$ cat config.mk
export PLATFORM = sky130hd
export DESIGN_NAME = alu_ctrl
export DESIGN_NICKNAME = d
export VERILOG_FILES = /design/src/rtl/alu_pkg.sv /design/src/rtl/cond_eval.sv /design/src/rtl/alu_ctrl.sv
export SDC_FILE = /design/constraint.sdc
export NUM_CORES = 1
export LEC_CHECK = 0
export BUFFER_PORTS_ARGS = -buffer_cell sky130_fd_sc_hd__clkbuf_2
export CAP_MARGIN = 25
export CORE_MARGIN = 4
export CORE_UTILIZATION = 45
export CTS_BUF_LIST = sky130_fd_sc_hd__clkbuf_4 sky130_fd_sc_hd__clkbuf_8 sky130_fd_sc_hd__clkbuf_16
export DETAILED_ROUTE_END_ITERATION = 6
export PLACE_DENSITY = 0.77
export SYNTH_ARGS = -nofsm -noshare
export SYNTH_HDL_FRONTEND = slang
export SYNTH_SLANG_ARGS = --single-unit
export TNS_END_PERCENT = 10
$ cat constraint.sdc
create_clock -name clk -period 1.7 [get_ports clk]
set_input_delay 0.34 -clock clk [delete_from_list [all_inputs] [get_ports clk]]
set_output_delay 0.34 -clock clk [all_outputs]
set_load 0.01 [all_outputs]
$ cat src/rtl/alu_pkg.sv
// Shared definitions for the execute-stage sequencer: opcodes, status bits,
// instruction classes, branch conditions and FSM state encoding.
package alu_pkg;

  localparam int unsigned InstrWidth = 16;

  typedef enum logic [2:0] {
    AluAdd = 3'd0,
    AluSub = 3'd1,
    AluMul = 3'd2,
    AluDiv = 3'd3,
    AluAnd = 3'd4,
    AluOr  = 3'd5,
    AluXor = 3'd6,
    AluCmp = 3'd7
  } alu_op_e;

  // Bit positions inside the ALU status word (z|e|gt|lt|cf|0|0|0).
  localparam int unsigned SW_Z  = 7;
  localparam int unsigned SW_E  = 6;
  localparam int unsigned SW_GT = 5;
  localparam int unsigned SW_LT = 4;
  localparam int unsigned SW_CF = 3;

  typedef enum logic [1:0] {
    ClsNop    = 2'b00,
    ClsAluReg = 2'b01,
    ClsAluImm = 2'b10,
    ClsBranch = 2'b11
  } instr_class_e;

  typedef enum logic [2:0] {
    CondAlways = 3'd0,
    CondZ      = 3'd1,
    CondE      = 3'd2,
    CondGt     = 3'd3,
    CondLt     = 3'd4,
    CondGe     = 3'd5,
    CondNe     = 3'd6,
    CondLe     = 3'd7
  } branch_cond_e;

  typedef enum logic [1:0] {
    StIdle   = 2'd0,
    StExec   = 2'd1,
    StBranch = 2'd2
  } state_e;

  // Immediate DIV with a zero divisor is suppressed rather than issued.
  function automatic logic is_div_zero(logic [InstrWidth-1:0] w);
    return (w[15:14] == ClsAluImm) && (w[13:11] == AluDiv) && (w[7:0] == 8'h00);
  endfunction

endpackage

$ cat src/rtl/cond_eval.sv
// Combinational branch-condition evaluator over the ALU status word.
// The carry flag never participates in any condition.
module cond_eval
  import alu_pkg::*;
(
  input  logic [7:0] status_word_i,
  input  logic [2:0] cond_i,
  output logic       taken_o
);

  logic z, e, gt, lt;
  logic unused_sw;

  assign z  = status_word_i[SW_Z];
  assign e  = status_word_i[SW_E];
  assign gt = status_word_i[SW_GT];
  assign lt = status_word_i[SW_LT];
  assign unused_sw = ^status_word_i[3:0];

  always_comb begin
    taken_o = 1'b0;
    unique case (branch_cond_e'(cond_i))
      CondAlways: taken_o = 1'b1;
      CondZ:      taken_o = z;
      CondE:      taken_o = e;
      CondGt:     taken_o = gt;
      CondLt:     taken_o = lt;
      CondGe:     taken_o = gt | e;
      CondNe:     taken_o = ~e;
      CondLe:     taken_o = lt | e;
    endcase
  end

endmodule

$ cat src/rtl/alu_ctrl.sv
// Execute-stage sequencer: accepts one instruction per handshake, issues it to
// the ALU for one cycle or evaluates a branch for one cycle, then returns to idle.
module alu_ctrl
  import alu_pkg::*;
#(
  parameter int unsigned IW = 16
) (
  input  logic          clk,
  input  logic          rst,
  input  logic          instr_valid,
  input  logic [IW-1:0] instr,
  output logic          instr_ready,
  input  logic [7:0]    status_word,
  output logic [2:0]    rd_sel,
  output logic [2:0]    rb_sel,
  output logic [2:0]    alu_opr,
  output logic          alu_en,
  output logic [7:0]    direct_data_bus,
  output logic          direct_data_bus_en,
  output logic          reg_wr_en,
  output logic          branch_taken,
  output logic [7:0]    branch_target,
  output logic          div_zero_err
);

  state_e        state_q;
  logic [IW-1:0] instr_q;
  logic          ready_q;
  logic          alu_en_q;
  logic          imm_en_q;
  logic [7:0]    imm_q;
  logic          wr_en_q;
  logic          div_zero_q;

  instr_class_e  in_class;
  alu_op_e       in_opr;
  logic          in_div_zero;
  logic          accept;
  logic          cond_true;

  always_comb begin
    in_class    = instr_class_e'(instr[15:14]);
    in_opr      = alu_op_e'(instr[13:11]);
    in_div_zero = is_div_zero(instr);
    accept      = instr_valid && ready_q && (state_q == StIdle);
  end

  // Outputs for the EXEC slot are computed at the accept edge so they come
  // straight from flops during EXEC.
  always_ff @(posedge clk) begin
    if (rst) begin
      state_q    <= StIdle;
      instr_q    <= '0;
      ready_q    <= 1'b0;
      alu_en_q   <= 1'b0;
      imm_en_q   <= 1'b0;
      imm_q      <= '0;
      wr_en_q    <= 1'b0;
      div_zero_q <= 1'b0;
    end else begin
      state_q    <= StIdle;
      ready_q    <= 1'b1;
      alu_en_q   <= 1'b0;
      imm_en_q   <= 1'b0;
      imm_q      <= '0;
      wr_en_q    <= 1'b0;
      div_zero_q <= 1'b0;
      if (accept) begin
        instr_q <= instr;
        unique case (in_class)
          ClsNop: ;
          ClsAluReg, ClsAluImm: begin
            state_q    <= StExec;
            ready_q    <= 1'b0;
            alu_en_q   <= ~in_div_zero;
            wr_en_q    <= (in_opr != AluCmp) && !in_div_zero;
            imm_en_q   <= (in_class == ClsAluImm) && !in_div_zero;
            imm_q      <= (in_class == ClsAluImm) ? instr[7:0] : 8'h00;
            div_zero_q <= in_div_zero;
          end
          ClsBranch: begin
            state_q <= StBranch;
            ready_q <= 1'b0;
          end
        endcase
      end
    end
  end

  cond_eval u_cond_eval (
    .status_word_i(status_word),
    .cond_i       (instr_q[13:11]),
    .taken_o      (cond_true)
  );

  assign instr_ready        = ready_q;
  assign alu_opr            = instr_q[13:11];
  assign rd_sel             = instr_q[10:8];
  assign rb_sel             = instr_q[7:5];
  assign alu_en             = alu_en_q;
  assign direct_data_bus_en = imm_en_q;
  assign direct_data_bus    = imm_q;
  assign reg_wr_en          = wr_en_q;
  assign div_zero_err       = div_zero_q;

  // The branch decision must see status_word during the BRANCH cycle itself,
  // so it is resolved combinationally from the latched condition.
  assign branch_taken  = (state_q == StBranch) && cond_true;
  assign branch_target = branch_taken ? instr_q[7:0] : 8'h00;

endmodule

==> results of run 1 <==
-- report_power, final --
| group | switching [mW] | internal (mW) | total [mW] |
|---|---|---|---|
| clock | 0.249 | 0.155 | 0.404 |
| combinational | 0.0847 | 0.0659 | 0.151 |
| sequential | 0.0149 | 0.701 | 0.716 |
-- cell type report --
type,instances,area share
repair buffers,61,0.2055
inverters,3,0.007087
multi-input cells,100,0.3598
flip-flops and latches,29,0.3693
well taps,30,0.02362
clock buffers,5,0.02362
clock inverters,3,0.01102
-- cells in the final DEF (no fill, tap or decap), types with 2 or more instances in the layout --
master,netlist,routed
buf_2,4,9
nand2_1,41,40
nor4_1,2,2
clkbuf_4,0,5
nor3_1,3,3
clkbuf_2,0,45
buf_4,9,6
a21oi_1,14,14
nor3b_2,2,2
dfxtp_1,29,26
ha_1,4,4
nor2_1,11,11
dfxtp_2,0,2
inv_1,3,3
clkinv_2,0,2
and2_1,8,8
-- timing repair --
item | 4_1_cts | 5_1_grt
setup endpoints to repair | 9 | 9
pin swaps | 4 | 3
hold endpoints to repair | 0 | 0
resized for setup | 9 | 9
setup buffers | 2 | 0
hold buffers | 0 | 0
gates cloned | 1 | 0
-- worst paths after layout --
check / slack [ps] / cells after the start / endpoint / startpoint
setup / recovery: -340 / 6 / branch_target[6] / instr_q[11]
hold / removal: 230 / 3 / instr_q[12] / instr[12]
setup reg to reg: 360 / 3 / direct_data_bus[6] / state_q[0]
hold reg to reg: 460 / 2 / instr_q[8] / instr_q[8]
-- critical path, stage by stage, from the launching register on --
cell       delay, ps
dfxtp_4          360
nor2b_4          130
a2111oi_4        390
buf_4            210
nand2_2           50
nor2_1           100
buf_2            130
-- stage by stage --
| stage | setup TNS (ps) | std cells |
|---|---|---|
| finish | -2934 | 231 |
| CTS | -3087 | 231 |
| global placement | -41.31 | 221 |
| floorplan | 0 | 148 |
| global route | -3917 | 231 |
| detailed placement | -448.3 | 221 |
-- logic make-up after synthesis --
| family | after synthesis | synth area share |
|---|---|---|
| AO/OA/AOI/OAI | 20 | 0.1078 |
| buffers and inverters | 19 | 0.09381 |
| AND/OR/NAND/NOR | 75 | 0.2874 |
| flip-flops | 29 | 0.4631 |
| multiplexers | 1 | 0.007984 |
| adder cells (fa/ha/maj) | 4 | 0.03992 |
-- state kept, by name, summed over array words and instances (netlist names) --
register            count
alu_en                  1
direct_data_bus         8
direct_data_bus_en      1
div_zero_err            1
instr_q                14
instr_ready             1
reg_wr_en               1
state_q                 2
-- layer usage --
layer	global-route usage	vias up
met3	0.07234	8
met4	0.07430	0
li1	-	578
met2	0.3267	40
met5	0	-
met1	0.1816	533
==> reports/metrics.cfg, run 1 <==
[sta]
relSlewSlack = 0.7017
tightest_slew_ps = 443.3
setup_violations = 9
clock.fmax_ghz = 0.4893
fin_ws_ps = -343.9
whs_ps = 226.8
hold_violations = 0
min_period_over_period = 1.202
skew_ps = 9.059
min_period_ps = 2044
rsz0062_at_grt = yes
drv_slew = 0

[global_route]
grt.total_usage = 0.1800
grt_first_pass_wirelength_um = 4767
grt-ovfl-total = 0
grt_max_degree = 19
grt_pass1_vias = 1134
grt_antenna_before_repair = 0

[yosys]
ys_seq_area_frac = 0.4631
synth-async-reset-ratio = 0
synth_edf_count = 0
ys_top_cells_by_area = dfxtp_1, nand2_1, a21oi_1
synth_top_area_cell = dfxtp_1
synth-seq-cells = 29
synthFlopType = dfxtp_1
synth_common_cells = nand2_1, dfxtp_1, a21oi_1
synth.most_common_cell = nand2_1
syn_avg_cell_area_sq_um = 8.471
syn_inst = 148
synth_area_sq_um = 1254
netlist.area_leader.share = 0.4631
syn_nets = 179
ys_warn_count = 0
synthDistinctLibCells = 27

[placement]
post-place-ws_ps = -61.47
io_buffers = 53
hpwl_um = 2250
gp_congestion = 0.7449
postPlaceCellArea_sq_um = 1495

[status]
violations = setup timing
outcome = complete, but fails checks

[power]
p_per_area_nw_per_um2 = 799.9
power_mw = 1.271
peakVddDrop_mv = 0.5627
leakage_nw = 0.7558

[final_layout]
multi_input_area_sq_um = 571.8
postLayoutCellArea_sq_um = 1589
register_area_sq_um = 586.8
area_delta_synth_final_pct = 26.75
num_antenna_cells = 0
drive_gt1_frac = 0.3881
finalCoreUtilization = 0.6189
fin_nets = 231
fillers = 231

[clock_network]
cts_buffers = 5
clkSinkCount = 29
clk_pin_slew_ps = 100
cts_buffer_depth = 2
cts_root_buf = clkbuf_4
clkLatencyLatePin_ps = 330
tritoncts = built
cts_max_level = 2

[routing]
drtAntennaViolNets = 0
vias = 1159
wl_met3_um = 227
dr_wl_met2_um = 1575
drc = 0
wl_per_cell_um = 13.06
viasPerCell = 5.017
m1WireLength_um = 1155
routed_wl_um = 3018
maxUsedRoutingLayer = met4
first_pass_iters = 4
drt-initial-drc-count = 25

[die]
ios = 58
die_x_um = 60.78
die_height_um = 60.78
coreArea_sq_um = 2567
die-area_sq_um = 3694
row_count = 18
start_util = 0.4883

[setup_path]
cp-end-kind = output pin
crit_path_start_kind = register
cp.arrival_ps = 1700
critical_path_required_ps = 1360
crit_type = register to output pin
path_max_fanout = 5

[hold_path]
holdCritPathClass = primary input to register

[flow_run]
cap_violations = 0

No activity file was read; power rests on OpenSTA's default activity.
==> inputs of run 2 (changes only) <==
--- a/config.mk
+++ b/config.mk
@@ -6,7 +6,8 @@
 export NUM_CORES = 1
 export LEC_CHECK = 0
 export BUFFER_PORTS_ARGS = -buffer_cell sky130_fd_sc_hd__clkbuf_2
-export CAP_MARGIN = 25
+export CAP_MARGIN = 0
+export CORE_ASPECT_RATIO = 1.4
 export CORE_MARGIN = 4
 export CORE_UTILIZATION = 45
 export CTS_BUF_LIST = sky130_fd_sc_hd__clkbuf_4 sky130_fd_sc_hd__clkbuf_8 sky130_fd_sc_hd__clkbuf_16
==> run 2 against run 1 <==
  * The flow still finishes with violations (setup timing)
  * Clock-buffer cell count is 1 higher
  * Highest routed layer unchanged
  * Worst setup slack worse by 11 ps
  * First-iteration DRC count down 44%
  * Routed wire length shrank 0.20%
  * Critical path depth increased by 1
  * Global-route usage increased by 0.54 points
  * Combinational power hardly changed
  * Largest power group unchanged
  * Sequential share of layout area fell by 0.17 points
  * Cell count up 2.6%
==> reports/metrics.cfg, run 2 (synthesis gave the netlist of run 1 again) <==
[hold_path]
holdCritPathClass = primary input to register

[clock_network]
clkSinkCount = 29
clkLatencyLatePin_ps = 330
cts_max_level = 2
tritoncts = built
clk_pin_slew_ps = 90
cts_buffer_depth = 2
cts_buffers = 5
cts_root_buf = clkbuf_4

[sta]
relSlewSlack = 0.7001
setup_violations = 9
drv_slew = 0
hold_violations = 0
fin_ws_ps = -355.1
clock.fmax_ghz = 0.4866
skew_ps = 5.003
min_period_ps = 2055
min_period_over_period = 1.209
rsz0062_at_grt = yes
tightest_slew_ps = 445.7

[final_layout]
largest_register_ffs = 14
finalCoreUtilization = 0.6042
layout_commonest_cell = clkbuf_2
fillers = 257
postLayoutCellArea_sq_um = 1597
area_delta_synth_final_pct = 27.35
num_antenna_cells = 0
drive_gt1_frac = 0.3881
stdcell_count = 237
fin_nets = 231
mostFrequentLayoutCells = clkbuf_2, nand2_1, dfxtp_1
regMostFlops = instr_q

[die]
start_util = 0.4744
die-area_sq_um = 3707
row_count = 22
coreArea_sq_um = 2643
ios = 58
die_x_um = 52.61
die_height_um = 70.46

[global_route]
grt-ovfl-total = 0
grt.total_usage = 0.1854
grt_pass1_vias = 1137
grt_max_degree = 19
grt_antenna_before_repair = 0
grt_first_pass_wirelength_um = 5043

[setup_path]
worst-path-buf-inv = 3
reg2reg_to = direct_data_bus[1]
ff2ff_path_depth = 3
critical_path_required_ps = 1360
critPathMaxStageDelay_ps = 360
setup.worst_path.start = instr_q[12]
critPathMostFrequentCell = buf_4
cp_cell_sequence = nor4b_1 -> buf_4 -> a2111oi_4 -> buf_4 -> nand2_1 -> nor2_2 -> clkbuf_2
crit_end = branch_target[7]
slowest_stage = dfxtp_2
crit_type = register to output pin
path_max_fanout = 6
crit_family = buffers and inverters
r2r_setup_slack_ps = 250
crit_path_start_kind = register
cp-end-kind = output pin
cp.arrival_ps = 1720
cp.depth = 7
r2r-start = state_q[0]

[placement]
postPlaceCellArea_sq_um = 1503
gp_congestion = 0.7804
io_buffers = 53
post-place-cells = 227
post-place-ws_ps = -80.08
hpwl_um = 2236

[power]
power_mw = 1.278
peakVddDrop_mv = 0.5173
leakage_nw = 0.7527
p_per_area_nw_per_um2 = 800.4

[routing]
first_pass_iters = 4
routed_wl_um = 3012
drc = 0
vias = 1157
drtAntennaViolNets = 0
viasPerCell = 4.882
drt-initial-drc-count = 14
wl_per_cell_um = 12.71

[status]
violations = setup timing
outcome = complete, but fails checks

[flow_run]
cap_violations = 0

-- run 2: power breakdown --
group	total, mW	leakage, nW	internal, mW	switching [mW]
Sequential	0.717	0.237	0.701	0.0156
Clock	0.414	0.0354	0.173	0.240
Combinational	0.148	0.480	0.0651	0.0825
Total	1.28	0.753	0.939	0.339
-- run 2: per-stage QoR --
stage	hold slack, ps	setup TNS (ps)
finish	228.4	-2957
global route	221.1	-3909
CTS	215.6	-3057
detailed placement	450.8	-464.6
global placement	442.4	-14.80
floorplan	436.6	0
-- run 2: worst min-delay path: cells and delay by family --
kind	cells	cell delay (ps)
AOI/OAI and AO/OA	1	50
buffers and inverters	1	80
and+or+nand+nor	1	50
-- run 2: how the worst min path moves through the flow --
stage,cells after the start,from,slack (ps),endpoint
floorplan,2,instr_q[0],440,instr_q[0]
global placement,2,instr_q[8],440,instr_q[8]
detailed placement,2,instr_q[3],450,instr_q[3]
CTS,3,instr[9],220,instr_q[9]
global route,3,instr[9],220,instr_q[9]
finish,3,instr[8],230,instr_q[8]
-- run 2: metal layers --
| metal | track usage | vias to the layer above | wire length (um) |
|---|---|---|---|
| li1 | - | 579 | - |
| met1 | 0.1941 | 539 | 1184 |
| met2 | 0.3204 | 32 | 1604 |
| met3 | 0.04904 | 7 | 154 |
| met4 | 0.1023 | 0 | 68 |
| met5 | 0 | - | 0 |
-- run 2: repair_timing --
action                     4_1_cts  5_1_grt
resized for setup                9        3
setup buffers                    1        0
pin swaps                        3        0
hold buffers                     0        0
gates cloned                     1        0
setup endpoints to repair        9        9
-- run 2: layout make-up --
class                      instances  area (sq um)  share of cell area
tap                               36         45.04             0.02821
clock inverter                     2         10.01            0.006270
timing repair buffer              61         326.6              0.2045
multi-input combinational        100         571.8              0.3582
clock buffer                       6         45.04             0.02821
inverter                           3         11.26            0.007053
sequential                        29         586.8              0.3676
==> inputs of run 3 (changes only) <==
==> constraint.sdc (replaced) <==
create_clock -name clk -period 2.14 [get_ports clk]
set_input_delay 0.428 -clock clk [delete_from_list [all_inputs] [get_ports clk]]
set_output_delay 0.428 -clock clk [all_outputs]
set_load 0.01 [all_outputs]
==> run 3 against run 2 <==
  * The run now ends clean
  * Sequential cell count is the same
  * Clock power grew 15%
  * Sequential power shrank 21%
  * Worst setup slack gained 390 ps
  * Sequential share of layout area shrank 0.50 points
  * First-iteration DRC count shrank 7.1%
  * Critical path depth shrank 2
  * Global-route usage shrank 0.28 points
==> reports/metrics.cfg, run 3 (synthesis gave the netlist of run 1 again) <==
[die]
start_util = 0.4744
ios = 58
row_count = 22
die_x_um = 52.61
coreArea_sq_um = 2643
die-area_sq_um = 3707
die_height_um = 70.46

[sta]
skew_ps = 5.748
setup_violations = 0
clock.fmax_ghz = 0.4751
final.setup.tns_ps = 0
tightest_slew_ps = 454.7
hold_violations = 0
rsz0062_at_grt = yes
min_period_over_period = 0.9836
drv_slew = 0
min_period_ps = 2105
fin_ws_ps = 35.19
relSlewSlack = 0.6941

[placement]
post-place-ws_ps = 186.7
post-place-cells = 225
postPlaceCellArea_sq_um = 1488
hpwl_um = 2219
io_buffers = 53
gp_congestion = 0.7604

[final_layout]
num_antenna_cells = 0
postLayoutCellArea_sq_um = 1625
mostFrequentLayoutCells = clkbuf_2, nand2_1, dfxtp_1
stdcell_count = 236
largest_register_ffs = 14
area_delta_synth_final_pct = 29.64
fin_nets = 230
drive_gt1_frac = 0.3950
regMostFlops = instr_q
layout_commonest_cell = clkbuf_2

[clock_network]
clkLatencyLatePin_ps = 320
clkSinkCount = 29
cts_buffer_depth = 2
tritoncts = built
cts_max_level = 2
clk_pin_slew_ps = 90
cts_root_buf = clkbuf_4
cts_buffers = 5
cts_hold_buf = 0

[hold_path]
hold_end = instr_q[10]
min_path_cells = 3
min_from = instr[10]
holdCritPathClass = primary input to register

[setup_path]
cp-end-kind = output pin
path_max_fanout = 9
critical_path_required_ps = 1710
ff2ff_path_depth = 3
r2r-start = state_q[0]
r2r_setup_slack_ps = 600
reg2reg_to = direct_data_bus[1]
crit_type = register to output pin
cp.arrival_ps = 1680
crit_path_start_kind = register

[routing]
wl_per_cell_um = 12.51
drc = 0
drtAntennaViolNets = 0
vias = 1136
routed_wl_um = 2952
first_pass_iters = 4
drt-initial-drc-count = 13
viasPerCell = 4.814

[global_route]
grt_util_met3 = 0.04904
grt_pass1_vias = 1209
use_met2 = 0.3232
grt.total_usage = 0.1826
grt_max_degree = 19
grtUsageMet1 = 0.1853
grt-ovfl-total = 0
grt_antenna_before_repair = 0
busiest_layer = met2
grt_first_pass_wirelength_um = 5126

[power]
power_mw = 1.159
p_per_area_nw_per_um2 = 713.4
leakage_nw = 0.7610
peakVddDrop_mv = 0.5008

[flow_run]
cap_violations = 0

[status]
outcome = complete, no violations

-- run 3: worst max path at each step --
stage                         from          endpoint  slack (ps)  depth (start not counted)
CTS                    instr_q[11]  branch_target[0]          -1                          6
global placement    status_word[5]  branch_target[0]         260                          7
floorplan              instr_q[12]      branch_taken         370                          4
finish                 instr_q[11]  branch_target[0]          40                          5
detailed placement  status_word[5]  branch_target[7]         190                          7
global route           instr_q[12]  branch_target[0]        -110                          6
-- run 3: area by class of cell --
class                   instances  area [sq um]
clock buffers                   6         51.30
clock inverters                 2         37.54
fillers                       251          1017
inverters                       3         11.26
multi-input cells             100         575.6
flip-flops and latches         29         589.3
well taps                      36         45.04
repair buffers                 60         315.3
-- run 3: layer usage --
| layer | share of wire | wire [um] |
|---|---|---|
| met5 | 0 | 0 |
| met4 | 0.019 | 56 |
| met3 | 0.053 | 157 |
| met2 | 0.52 | 1539 |
| met1 | 0.41 | 1199 |
-- run 3: worst max-delay path: stages (launching register included) --
cell and delay, ps:
dfxtp_4 360, buf_4 140, nor4b_1 140, o31a_2 430, nor2_1 130, buf_2 140
-- run 3: through the flow --
stage / hold WS [ps] / util
global route: 295.7 / 0.6151
CTS: 309.5 / 0.6146
floorplan: 436.6 / -
global placement: 441.8 / 0.5630
detailed placement: 452.9 / 0.5630
finish: 320.3 / 0.6151
-- run 3: power by group --
part / leakage [nW] / total, mW / internal (mW) / switching, mW
sequential: 0.238 / 0.569 / 0.556 / 0.0123
combinational: 0.479 / 0.116 / 0.0512 / 0.0645
clock: 0.0445 / 0.475 / 0.278 / 0.198
total: 0.761 / 1.16 / 0.885 / 0.274
-- run 3: timing repair --
item,CTS,global route
gates resized for setup,11,5
pin swaps,1,1
cloned,1,0
buffers inserted,3,0
setup endpoints to repair,9,9
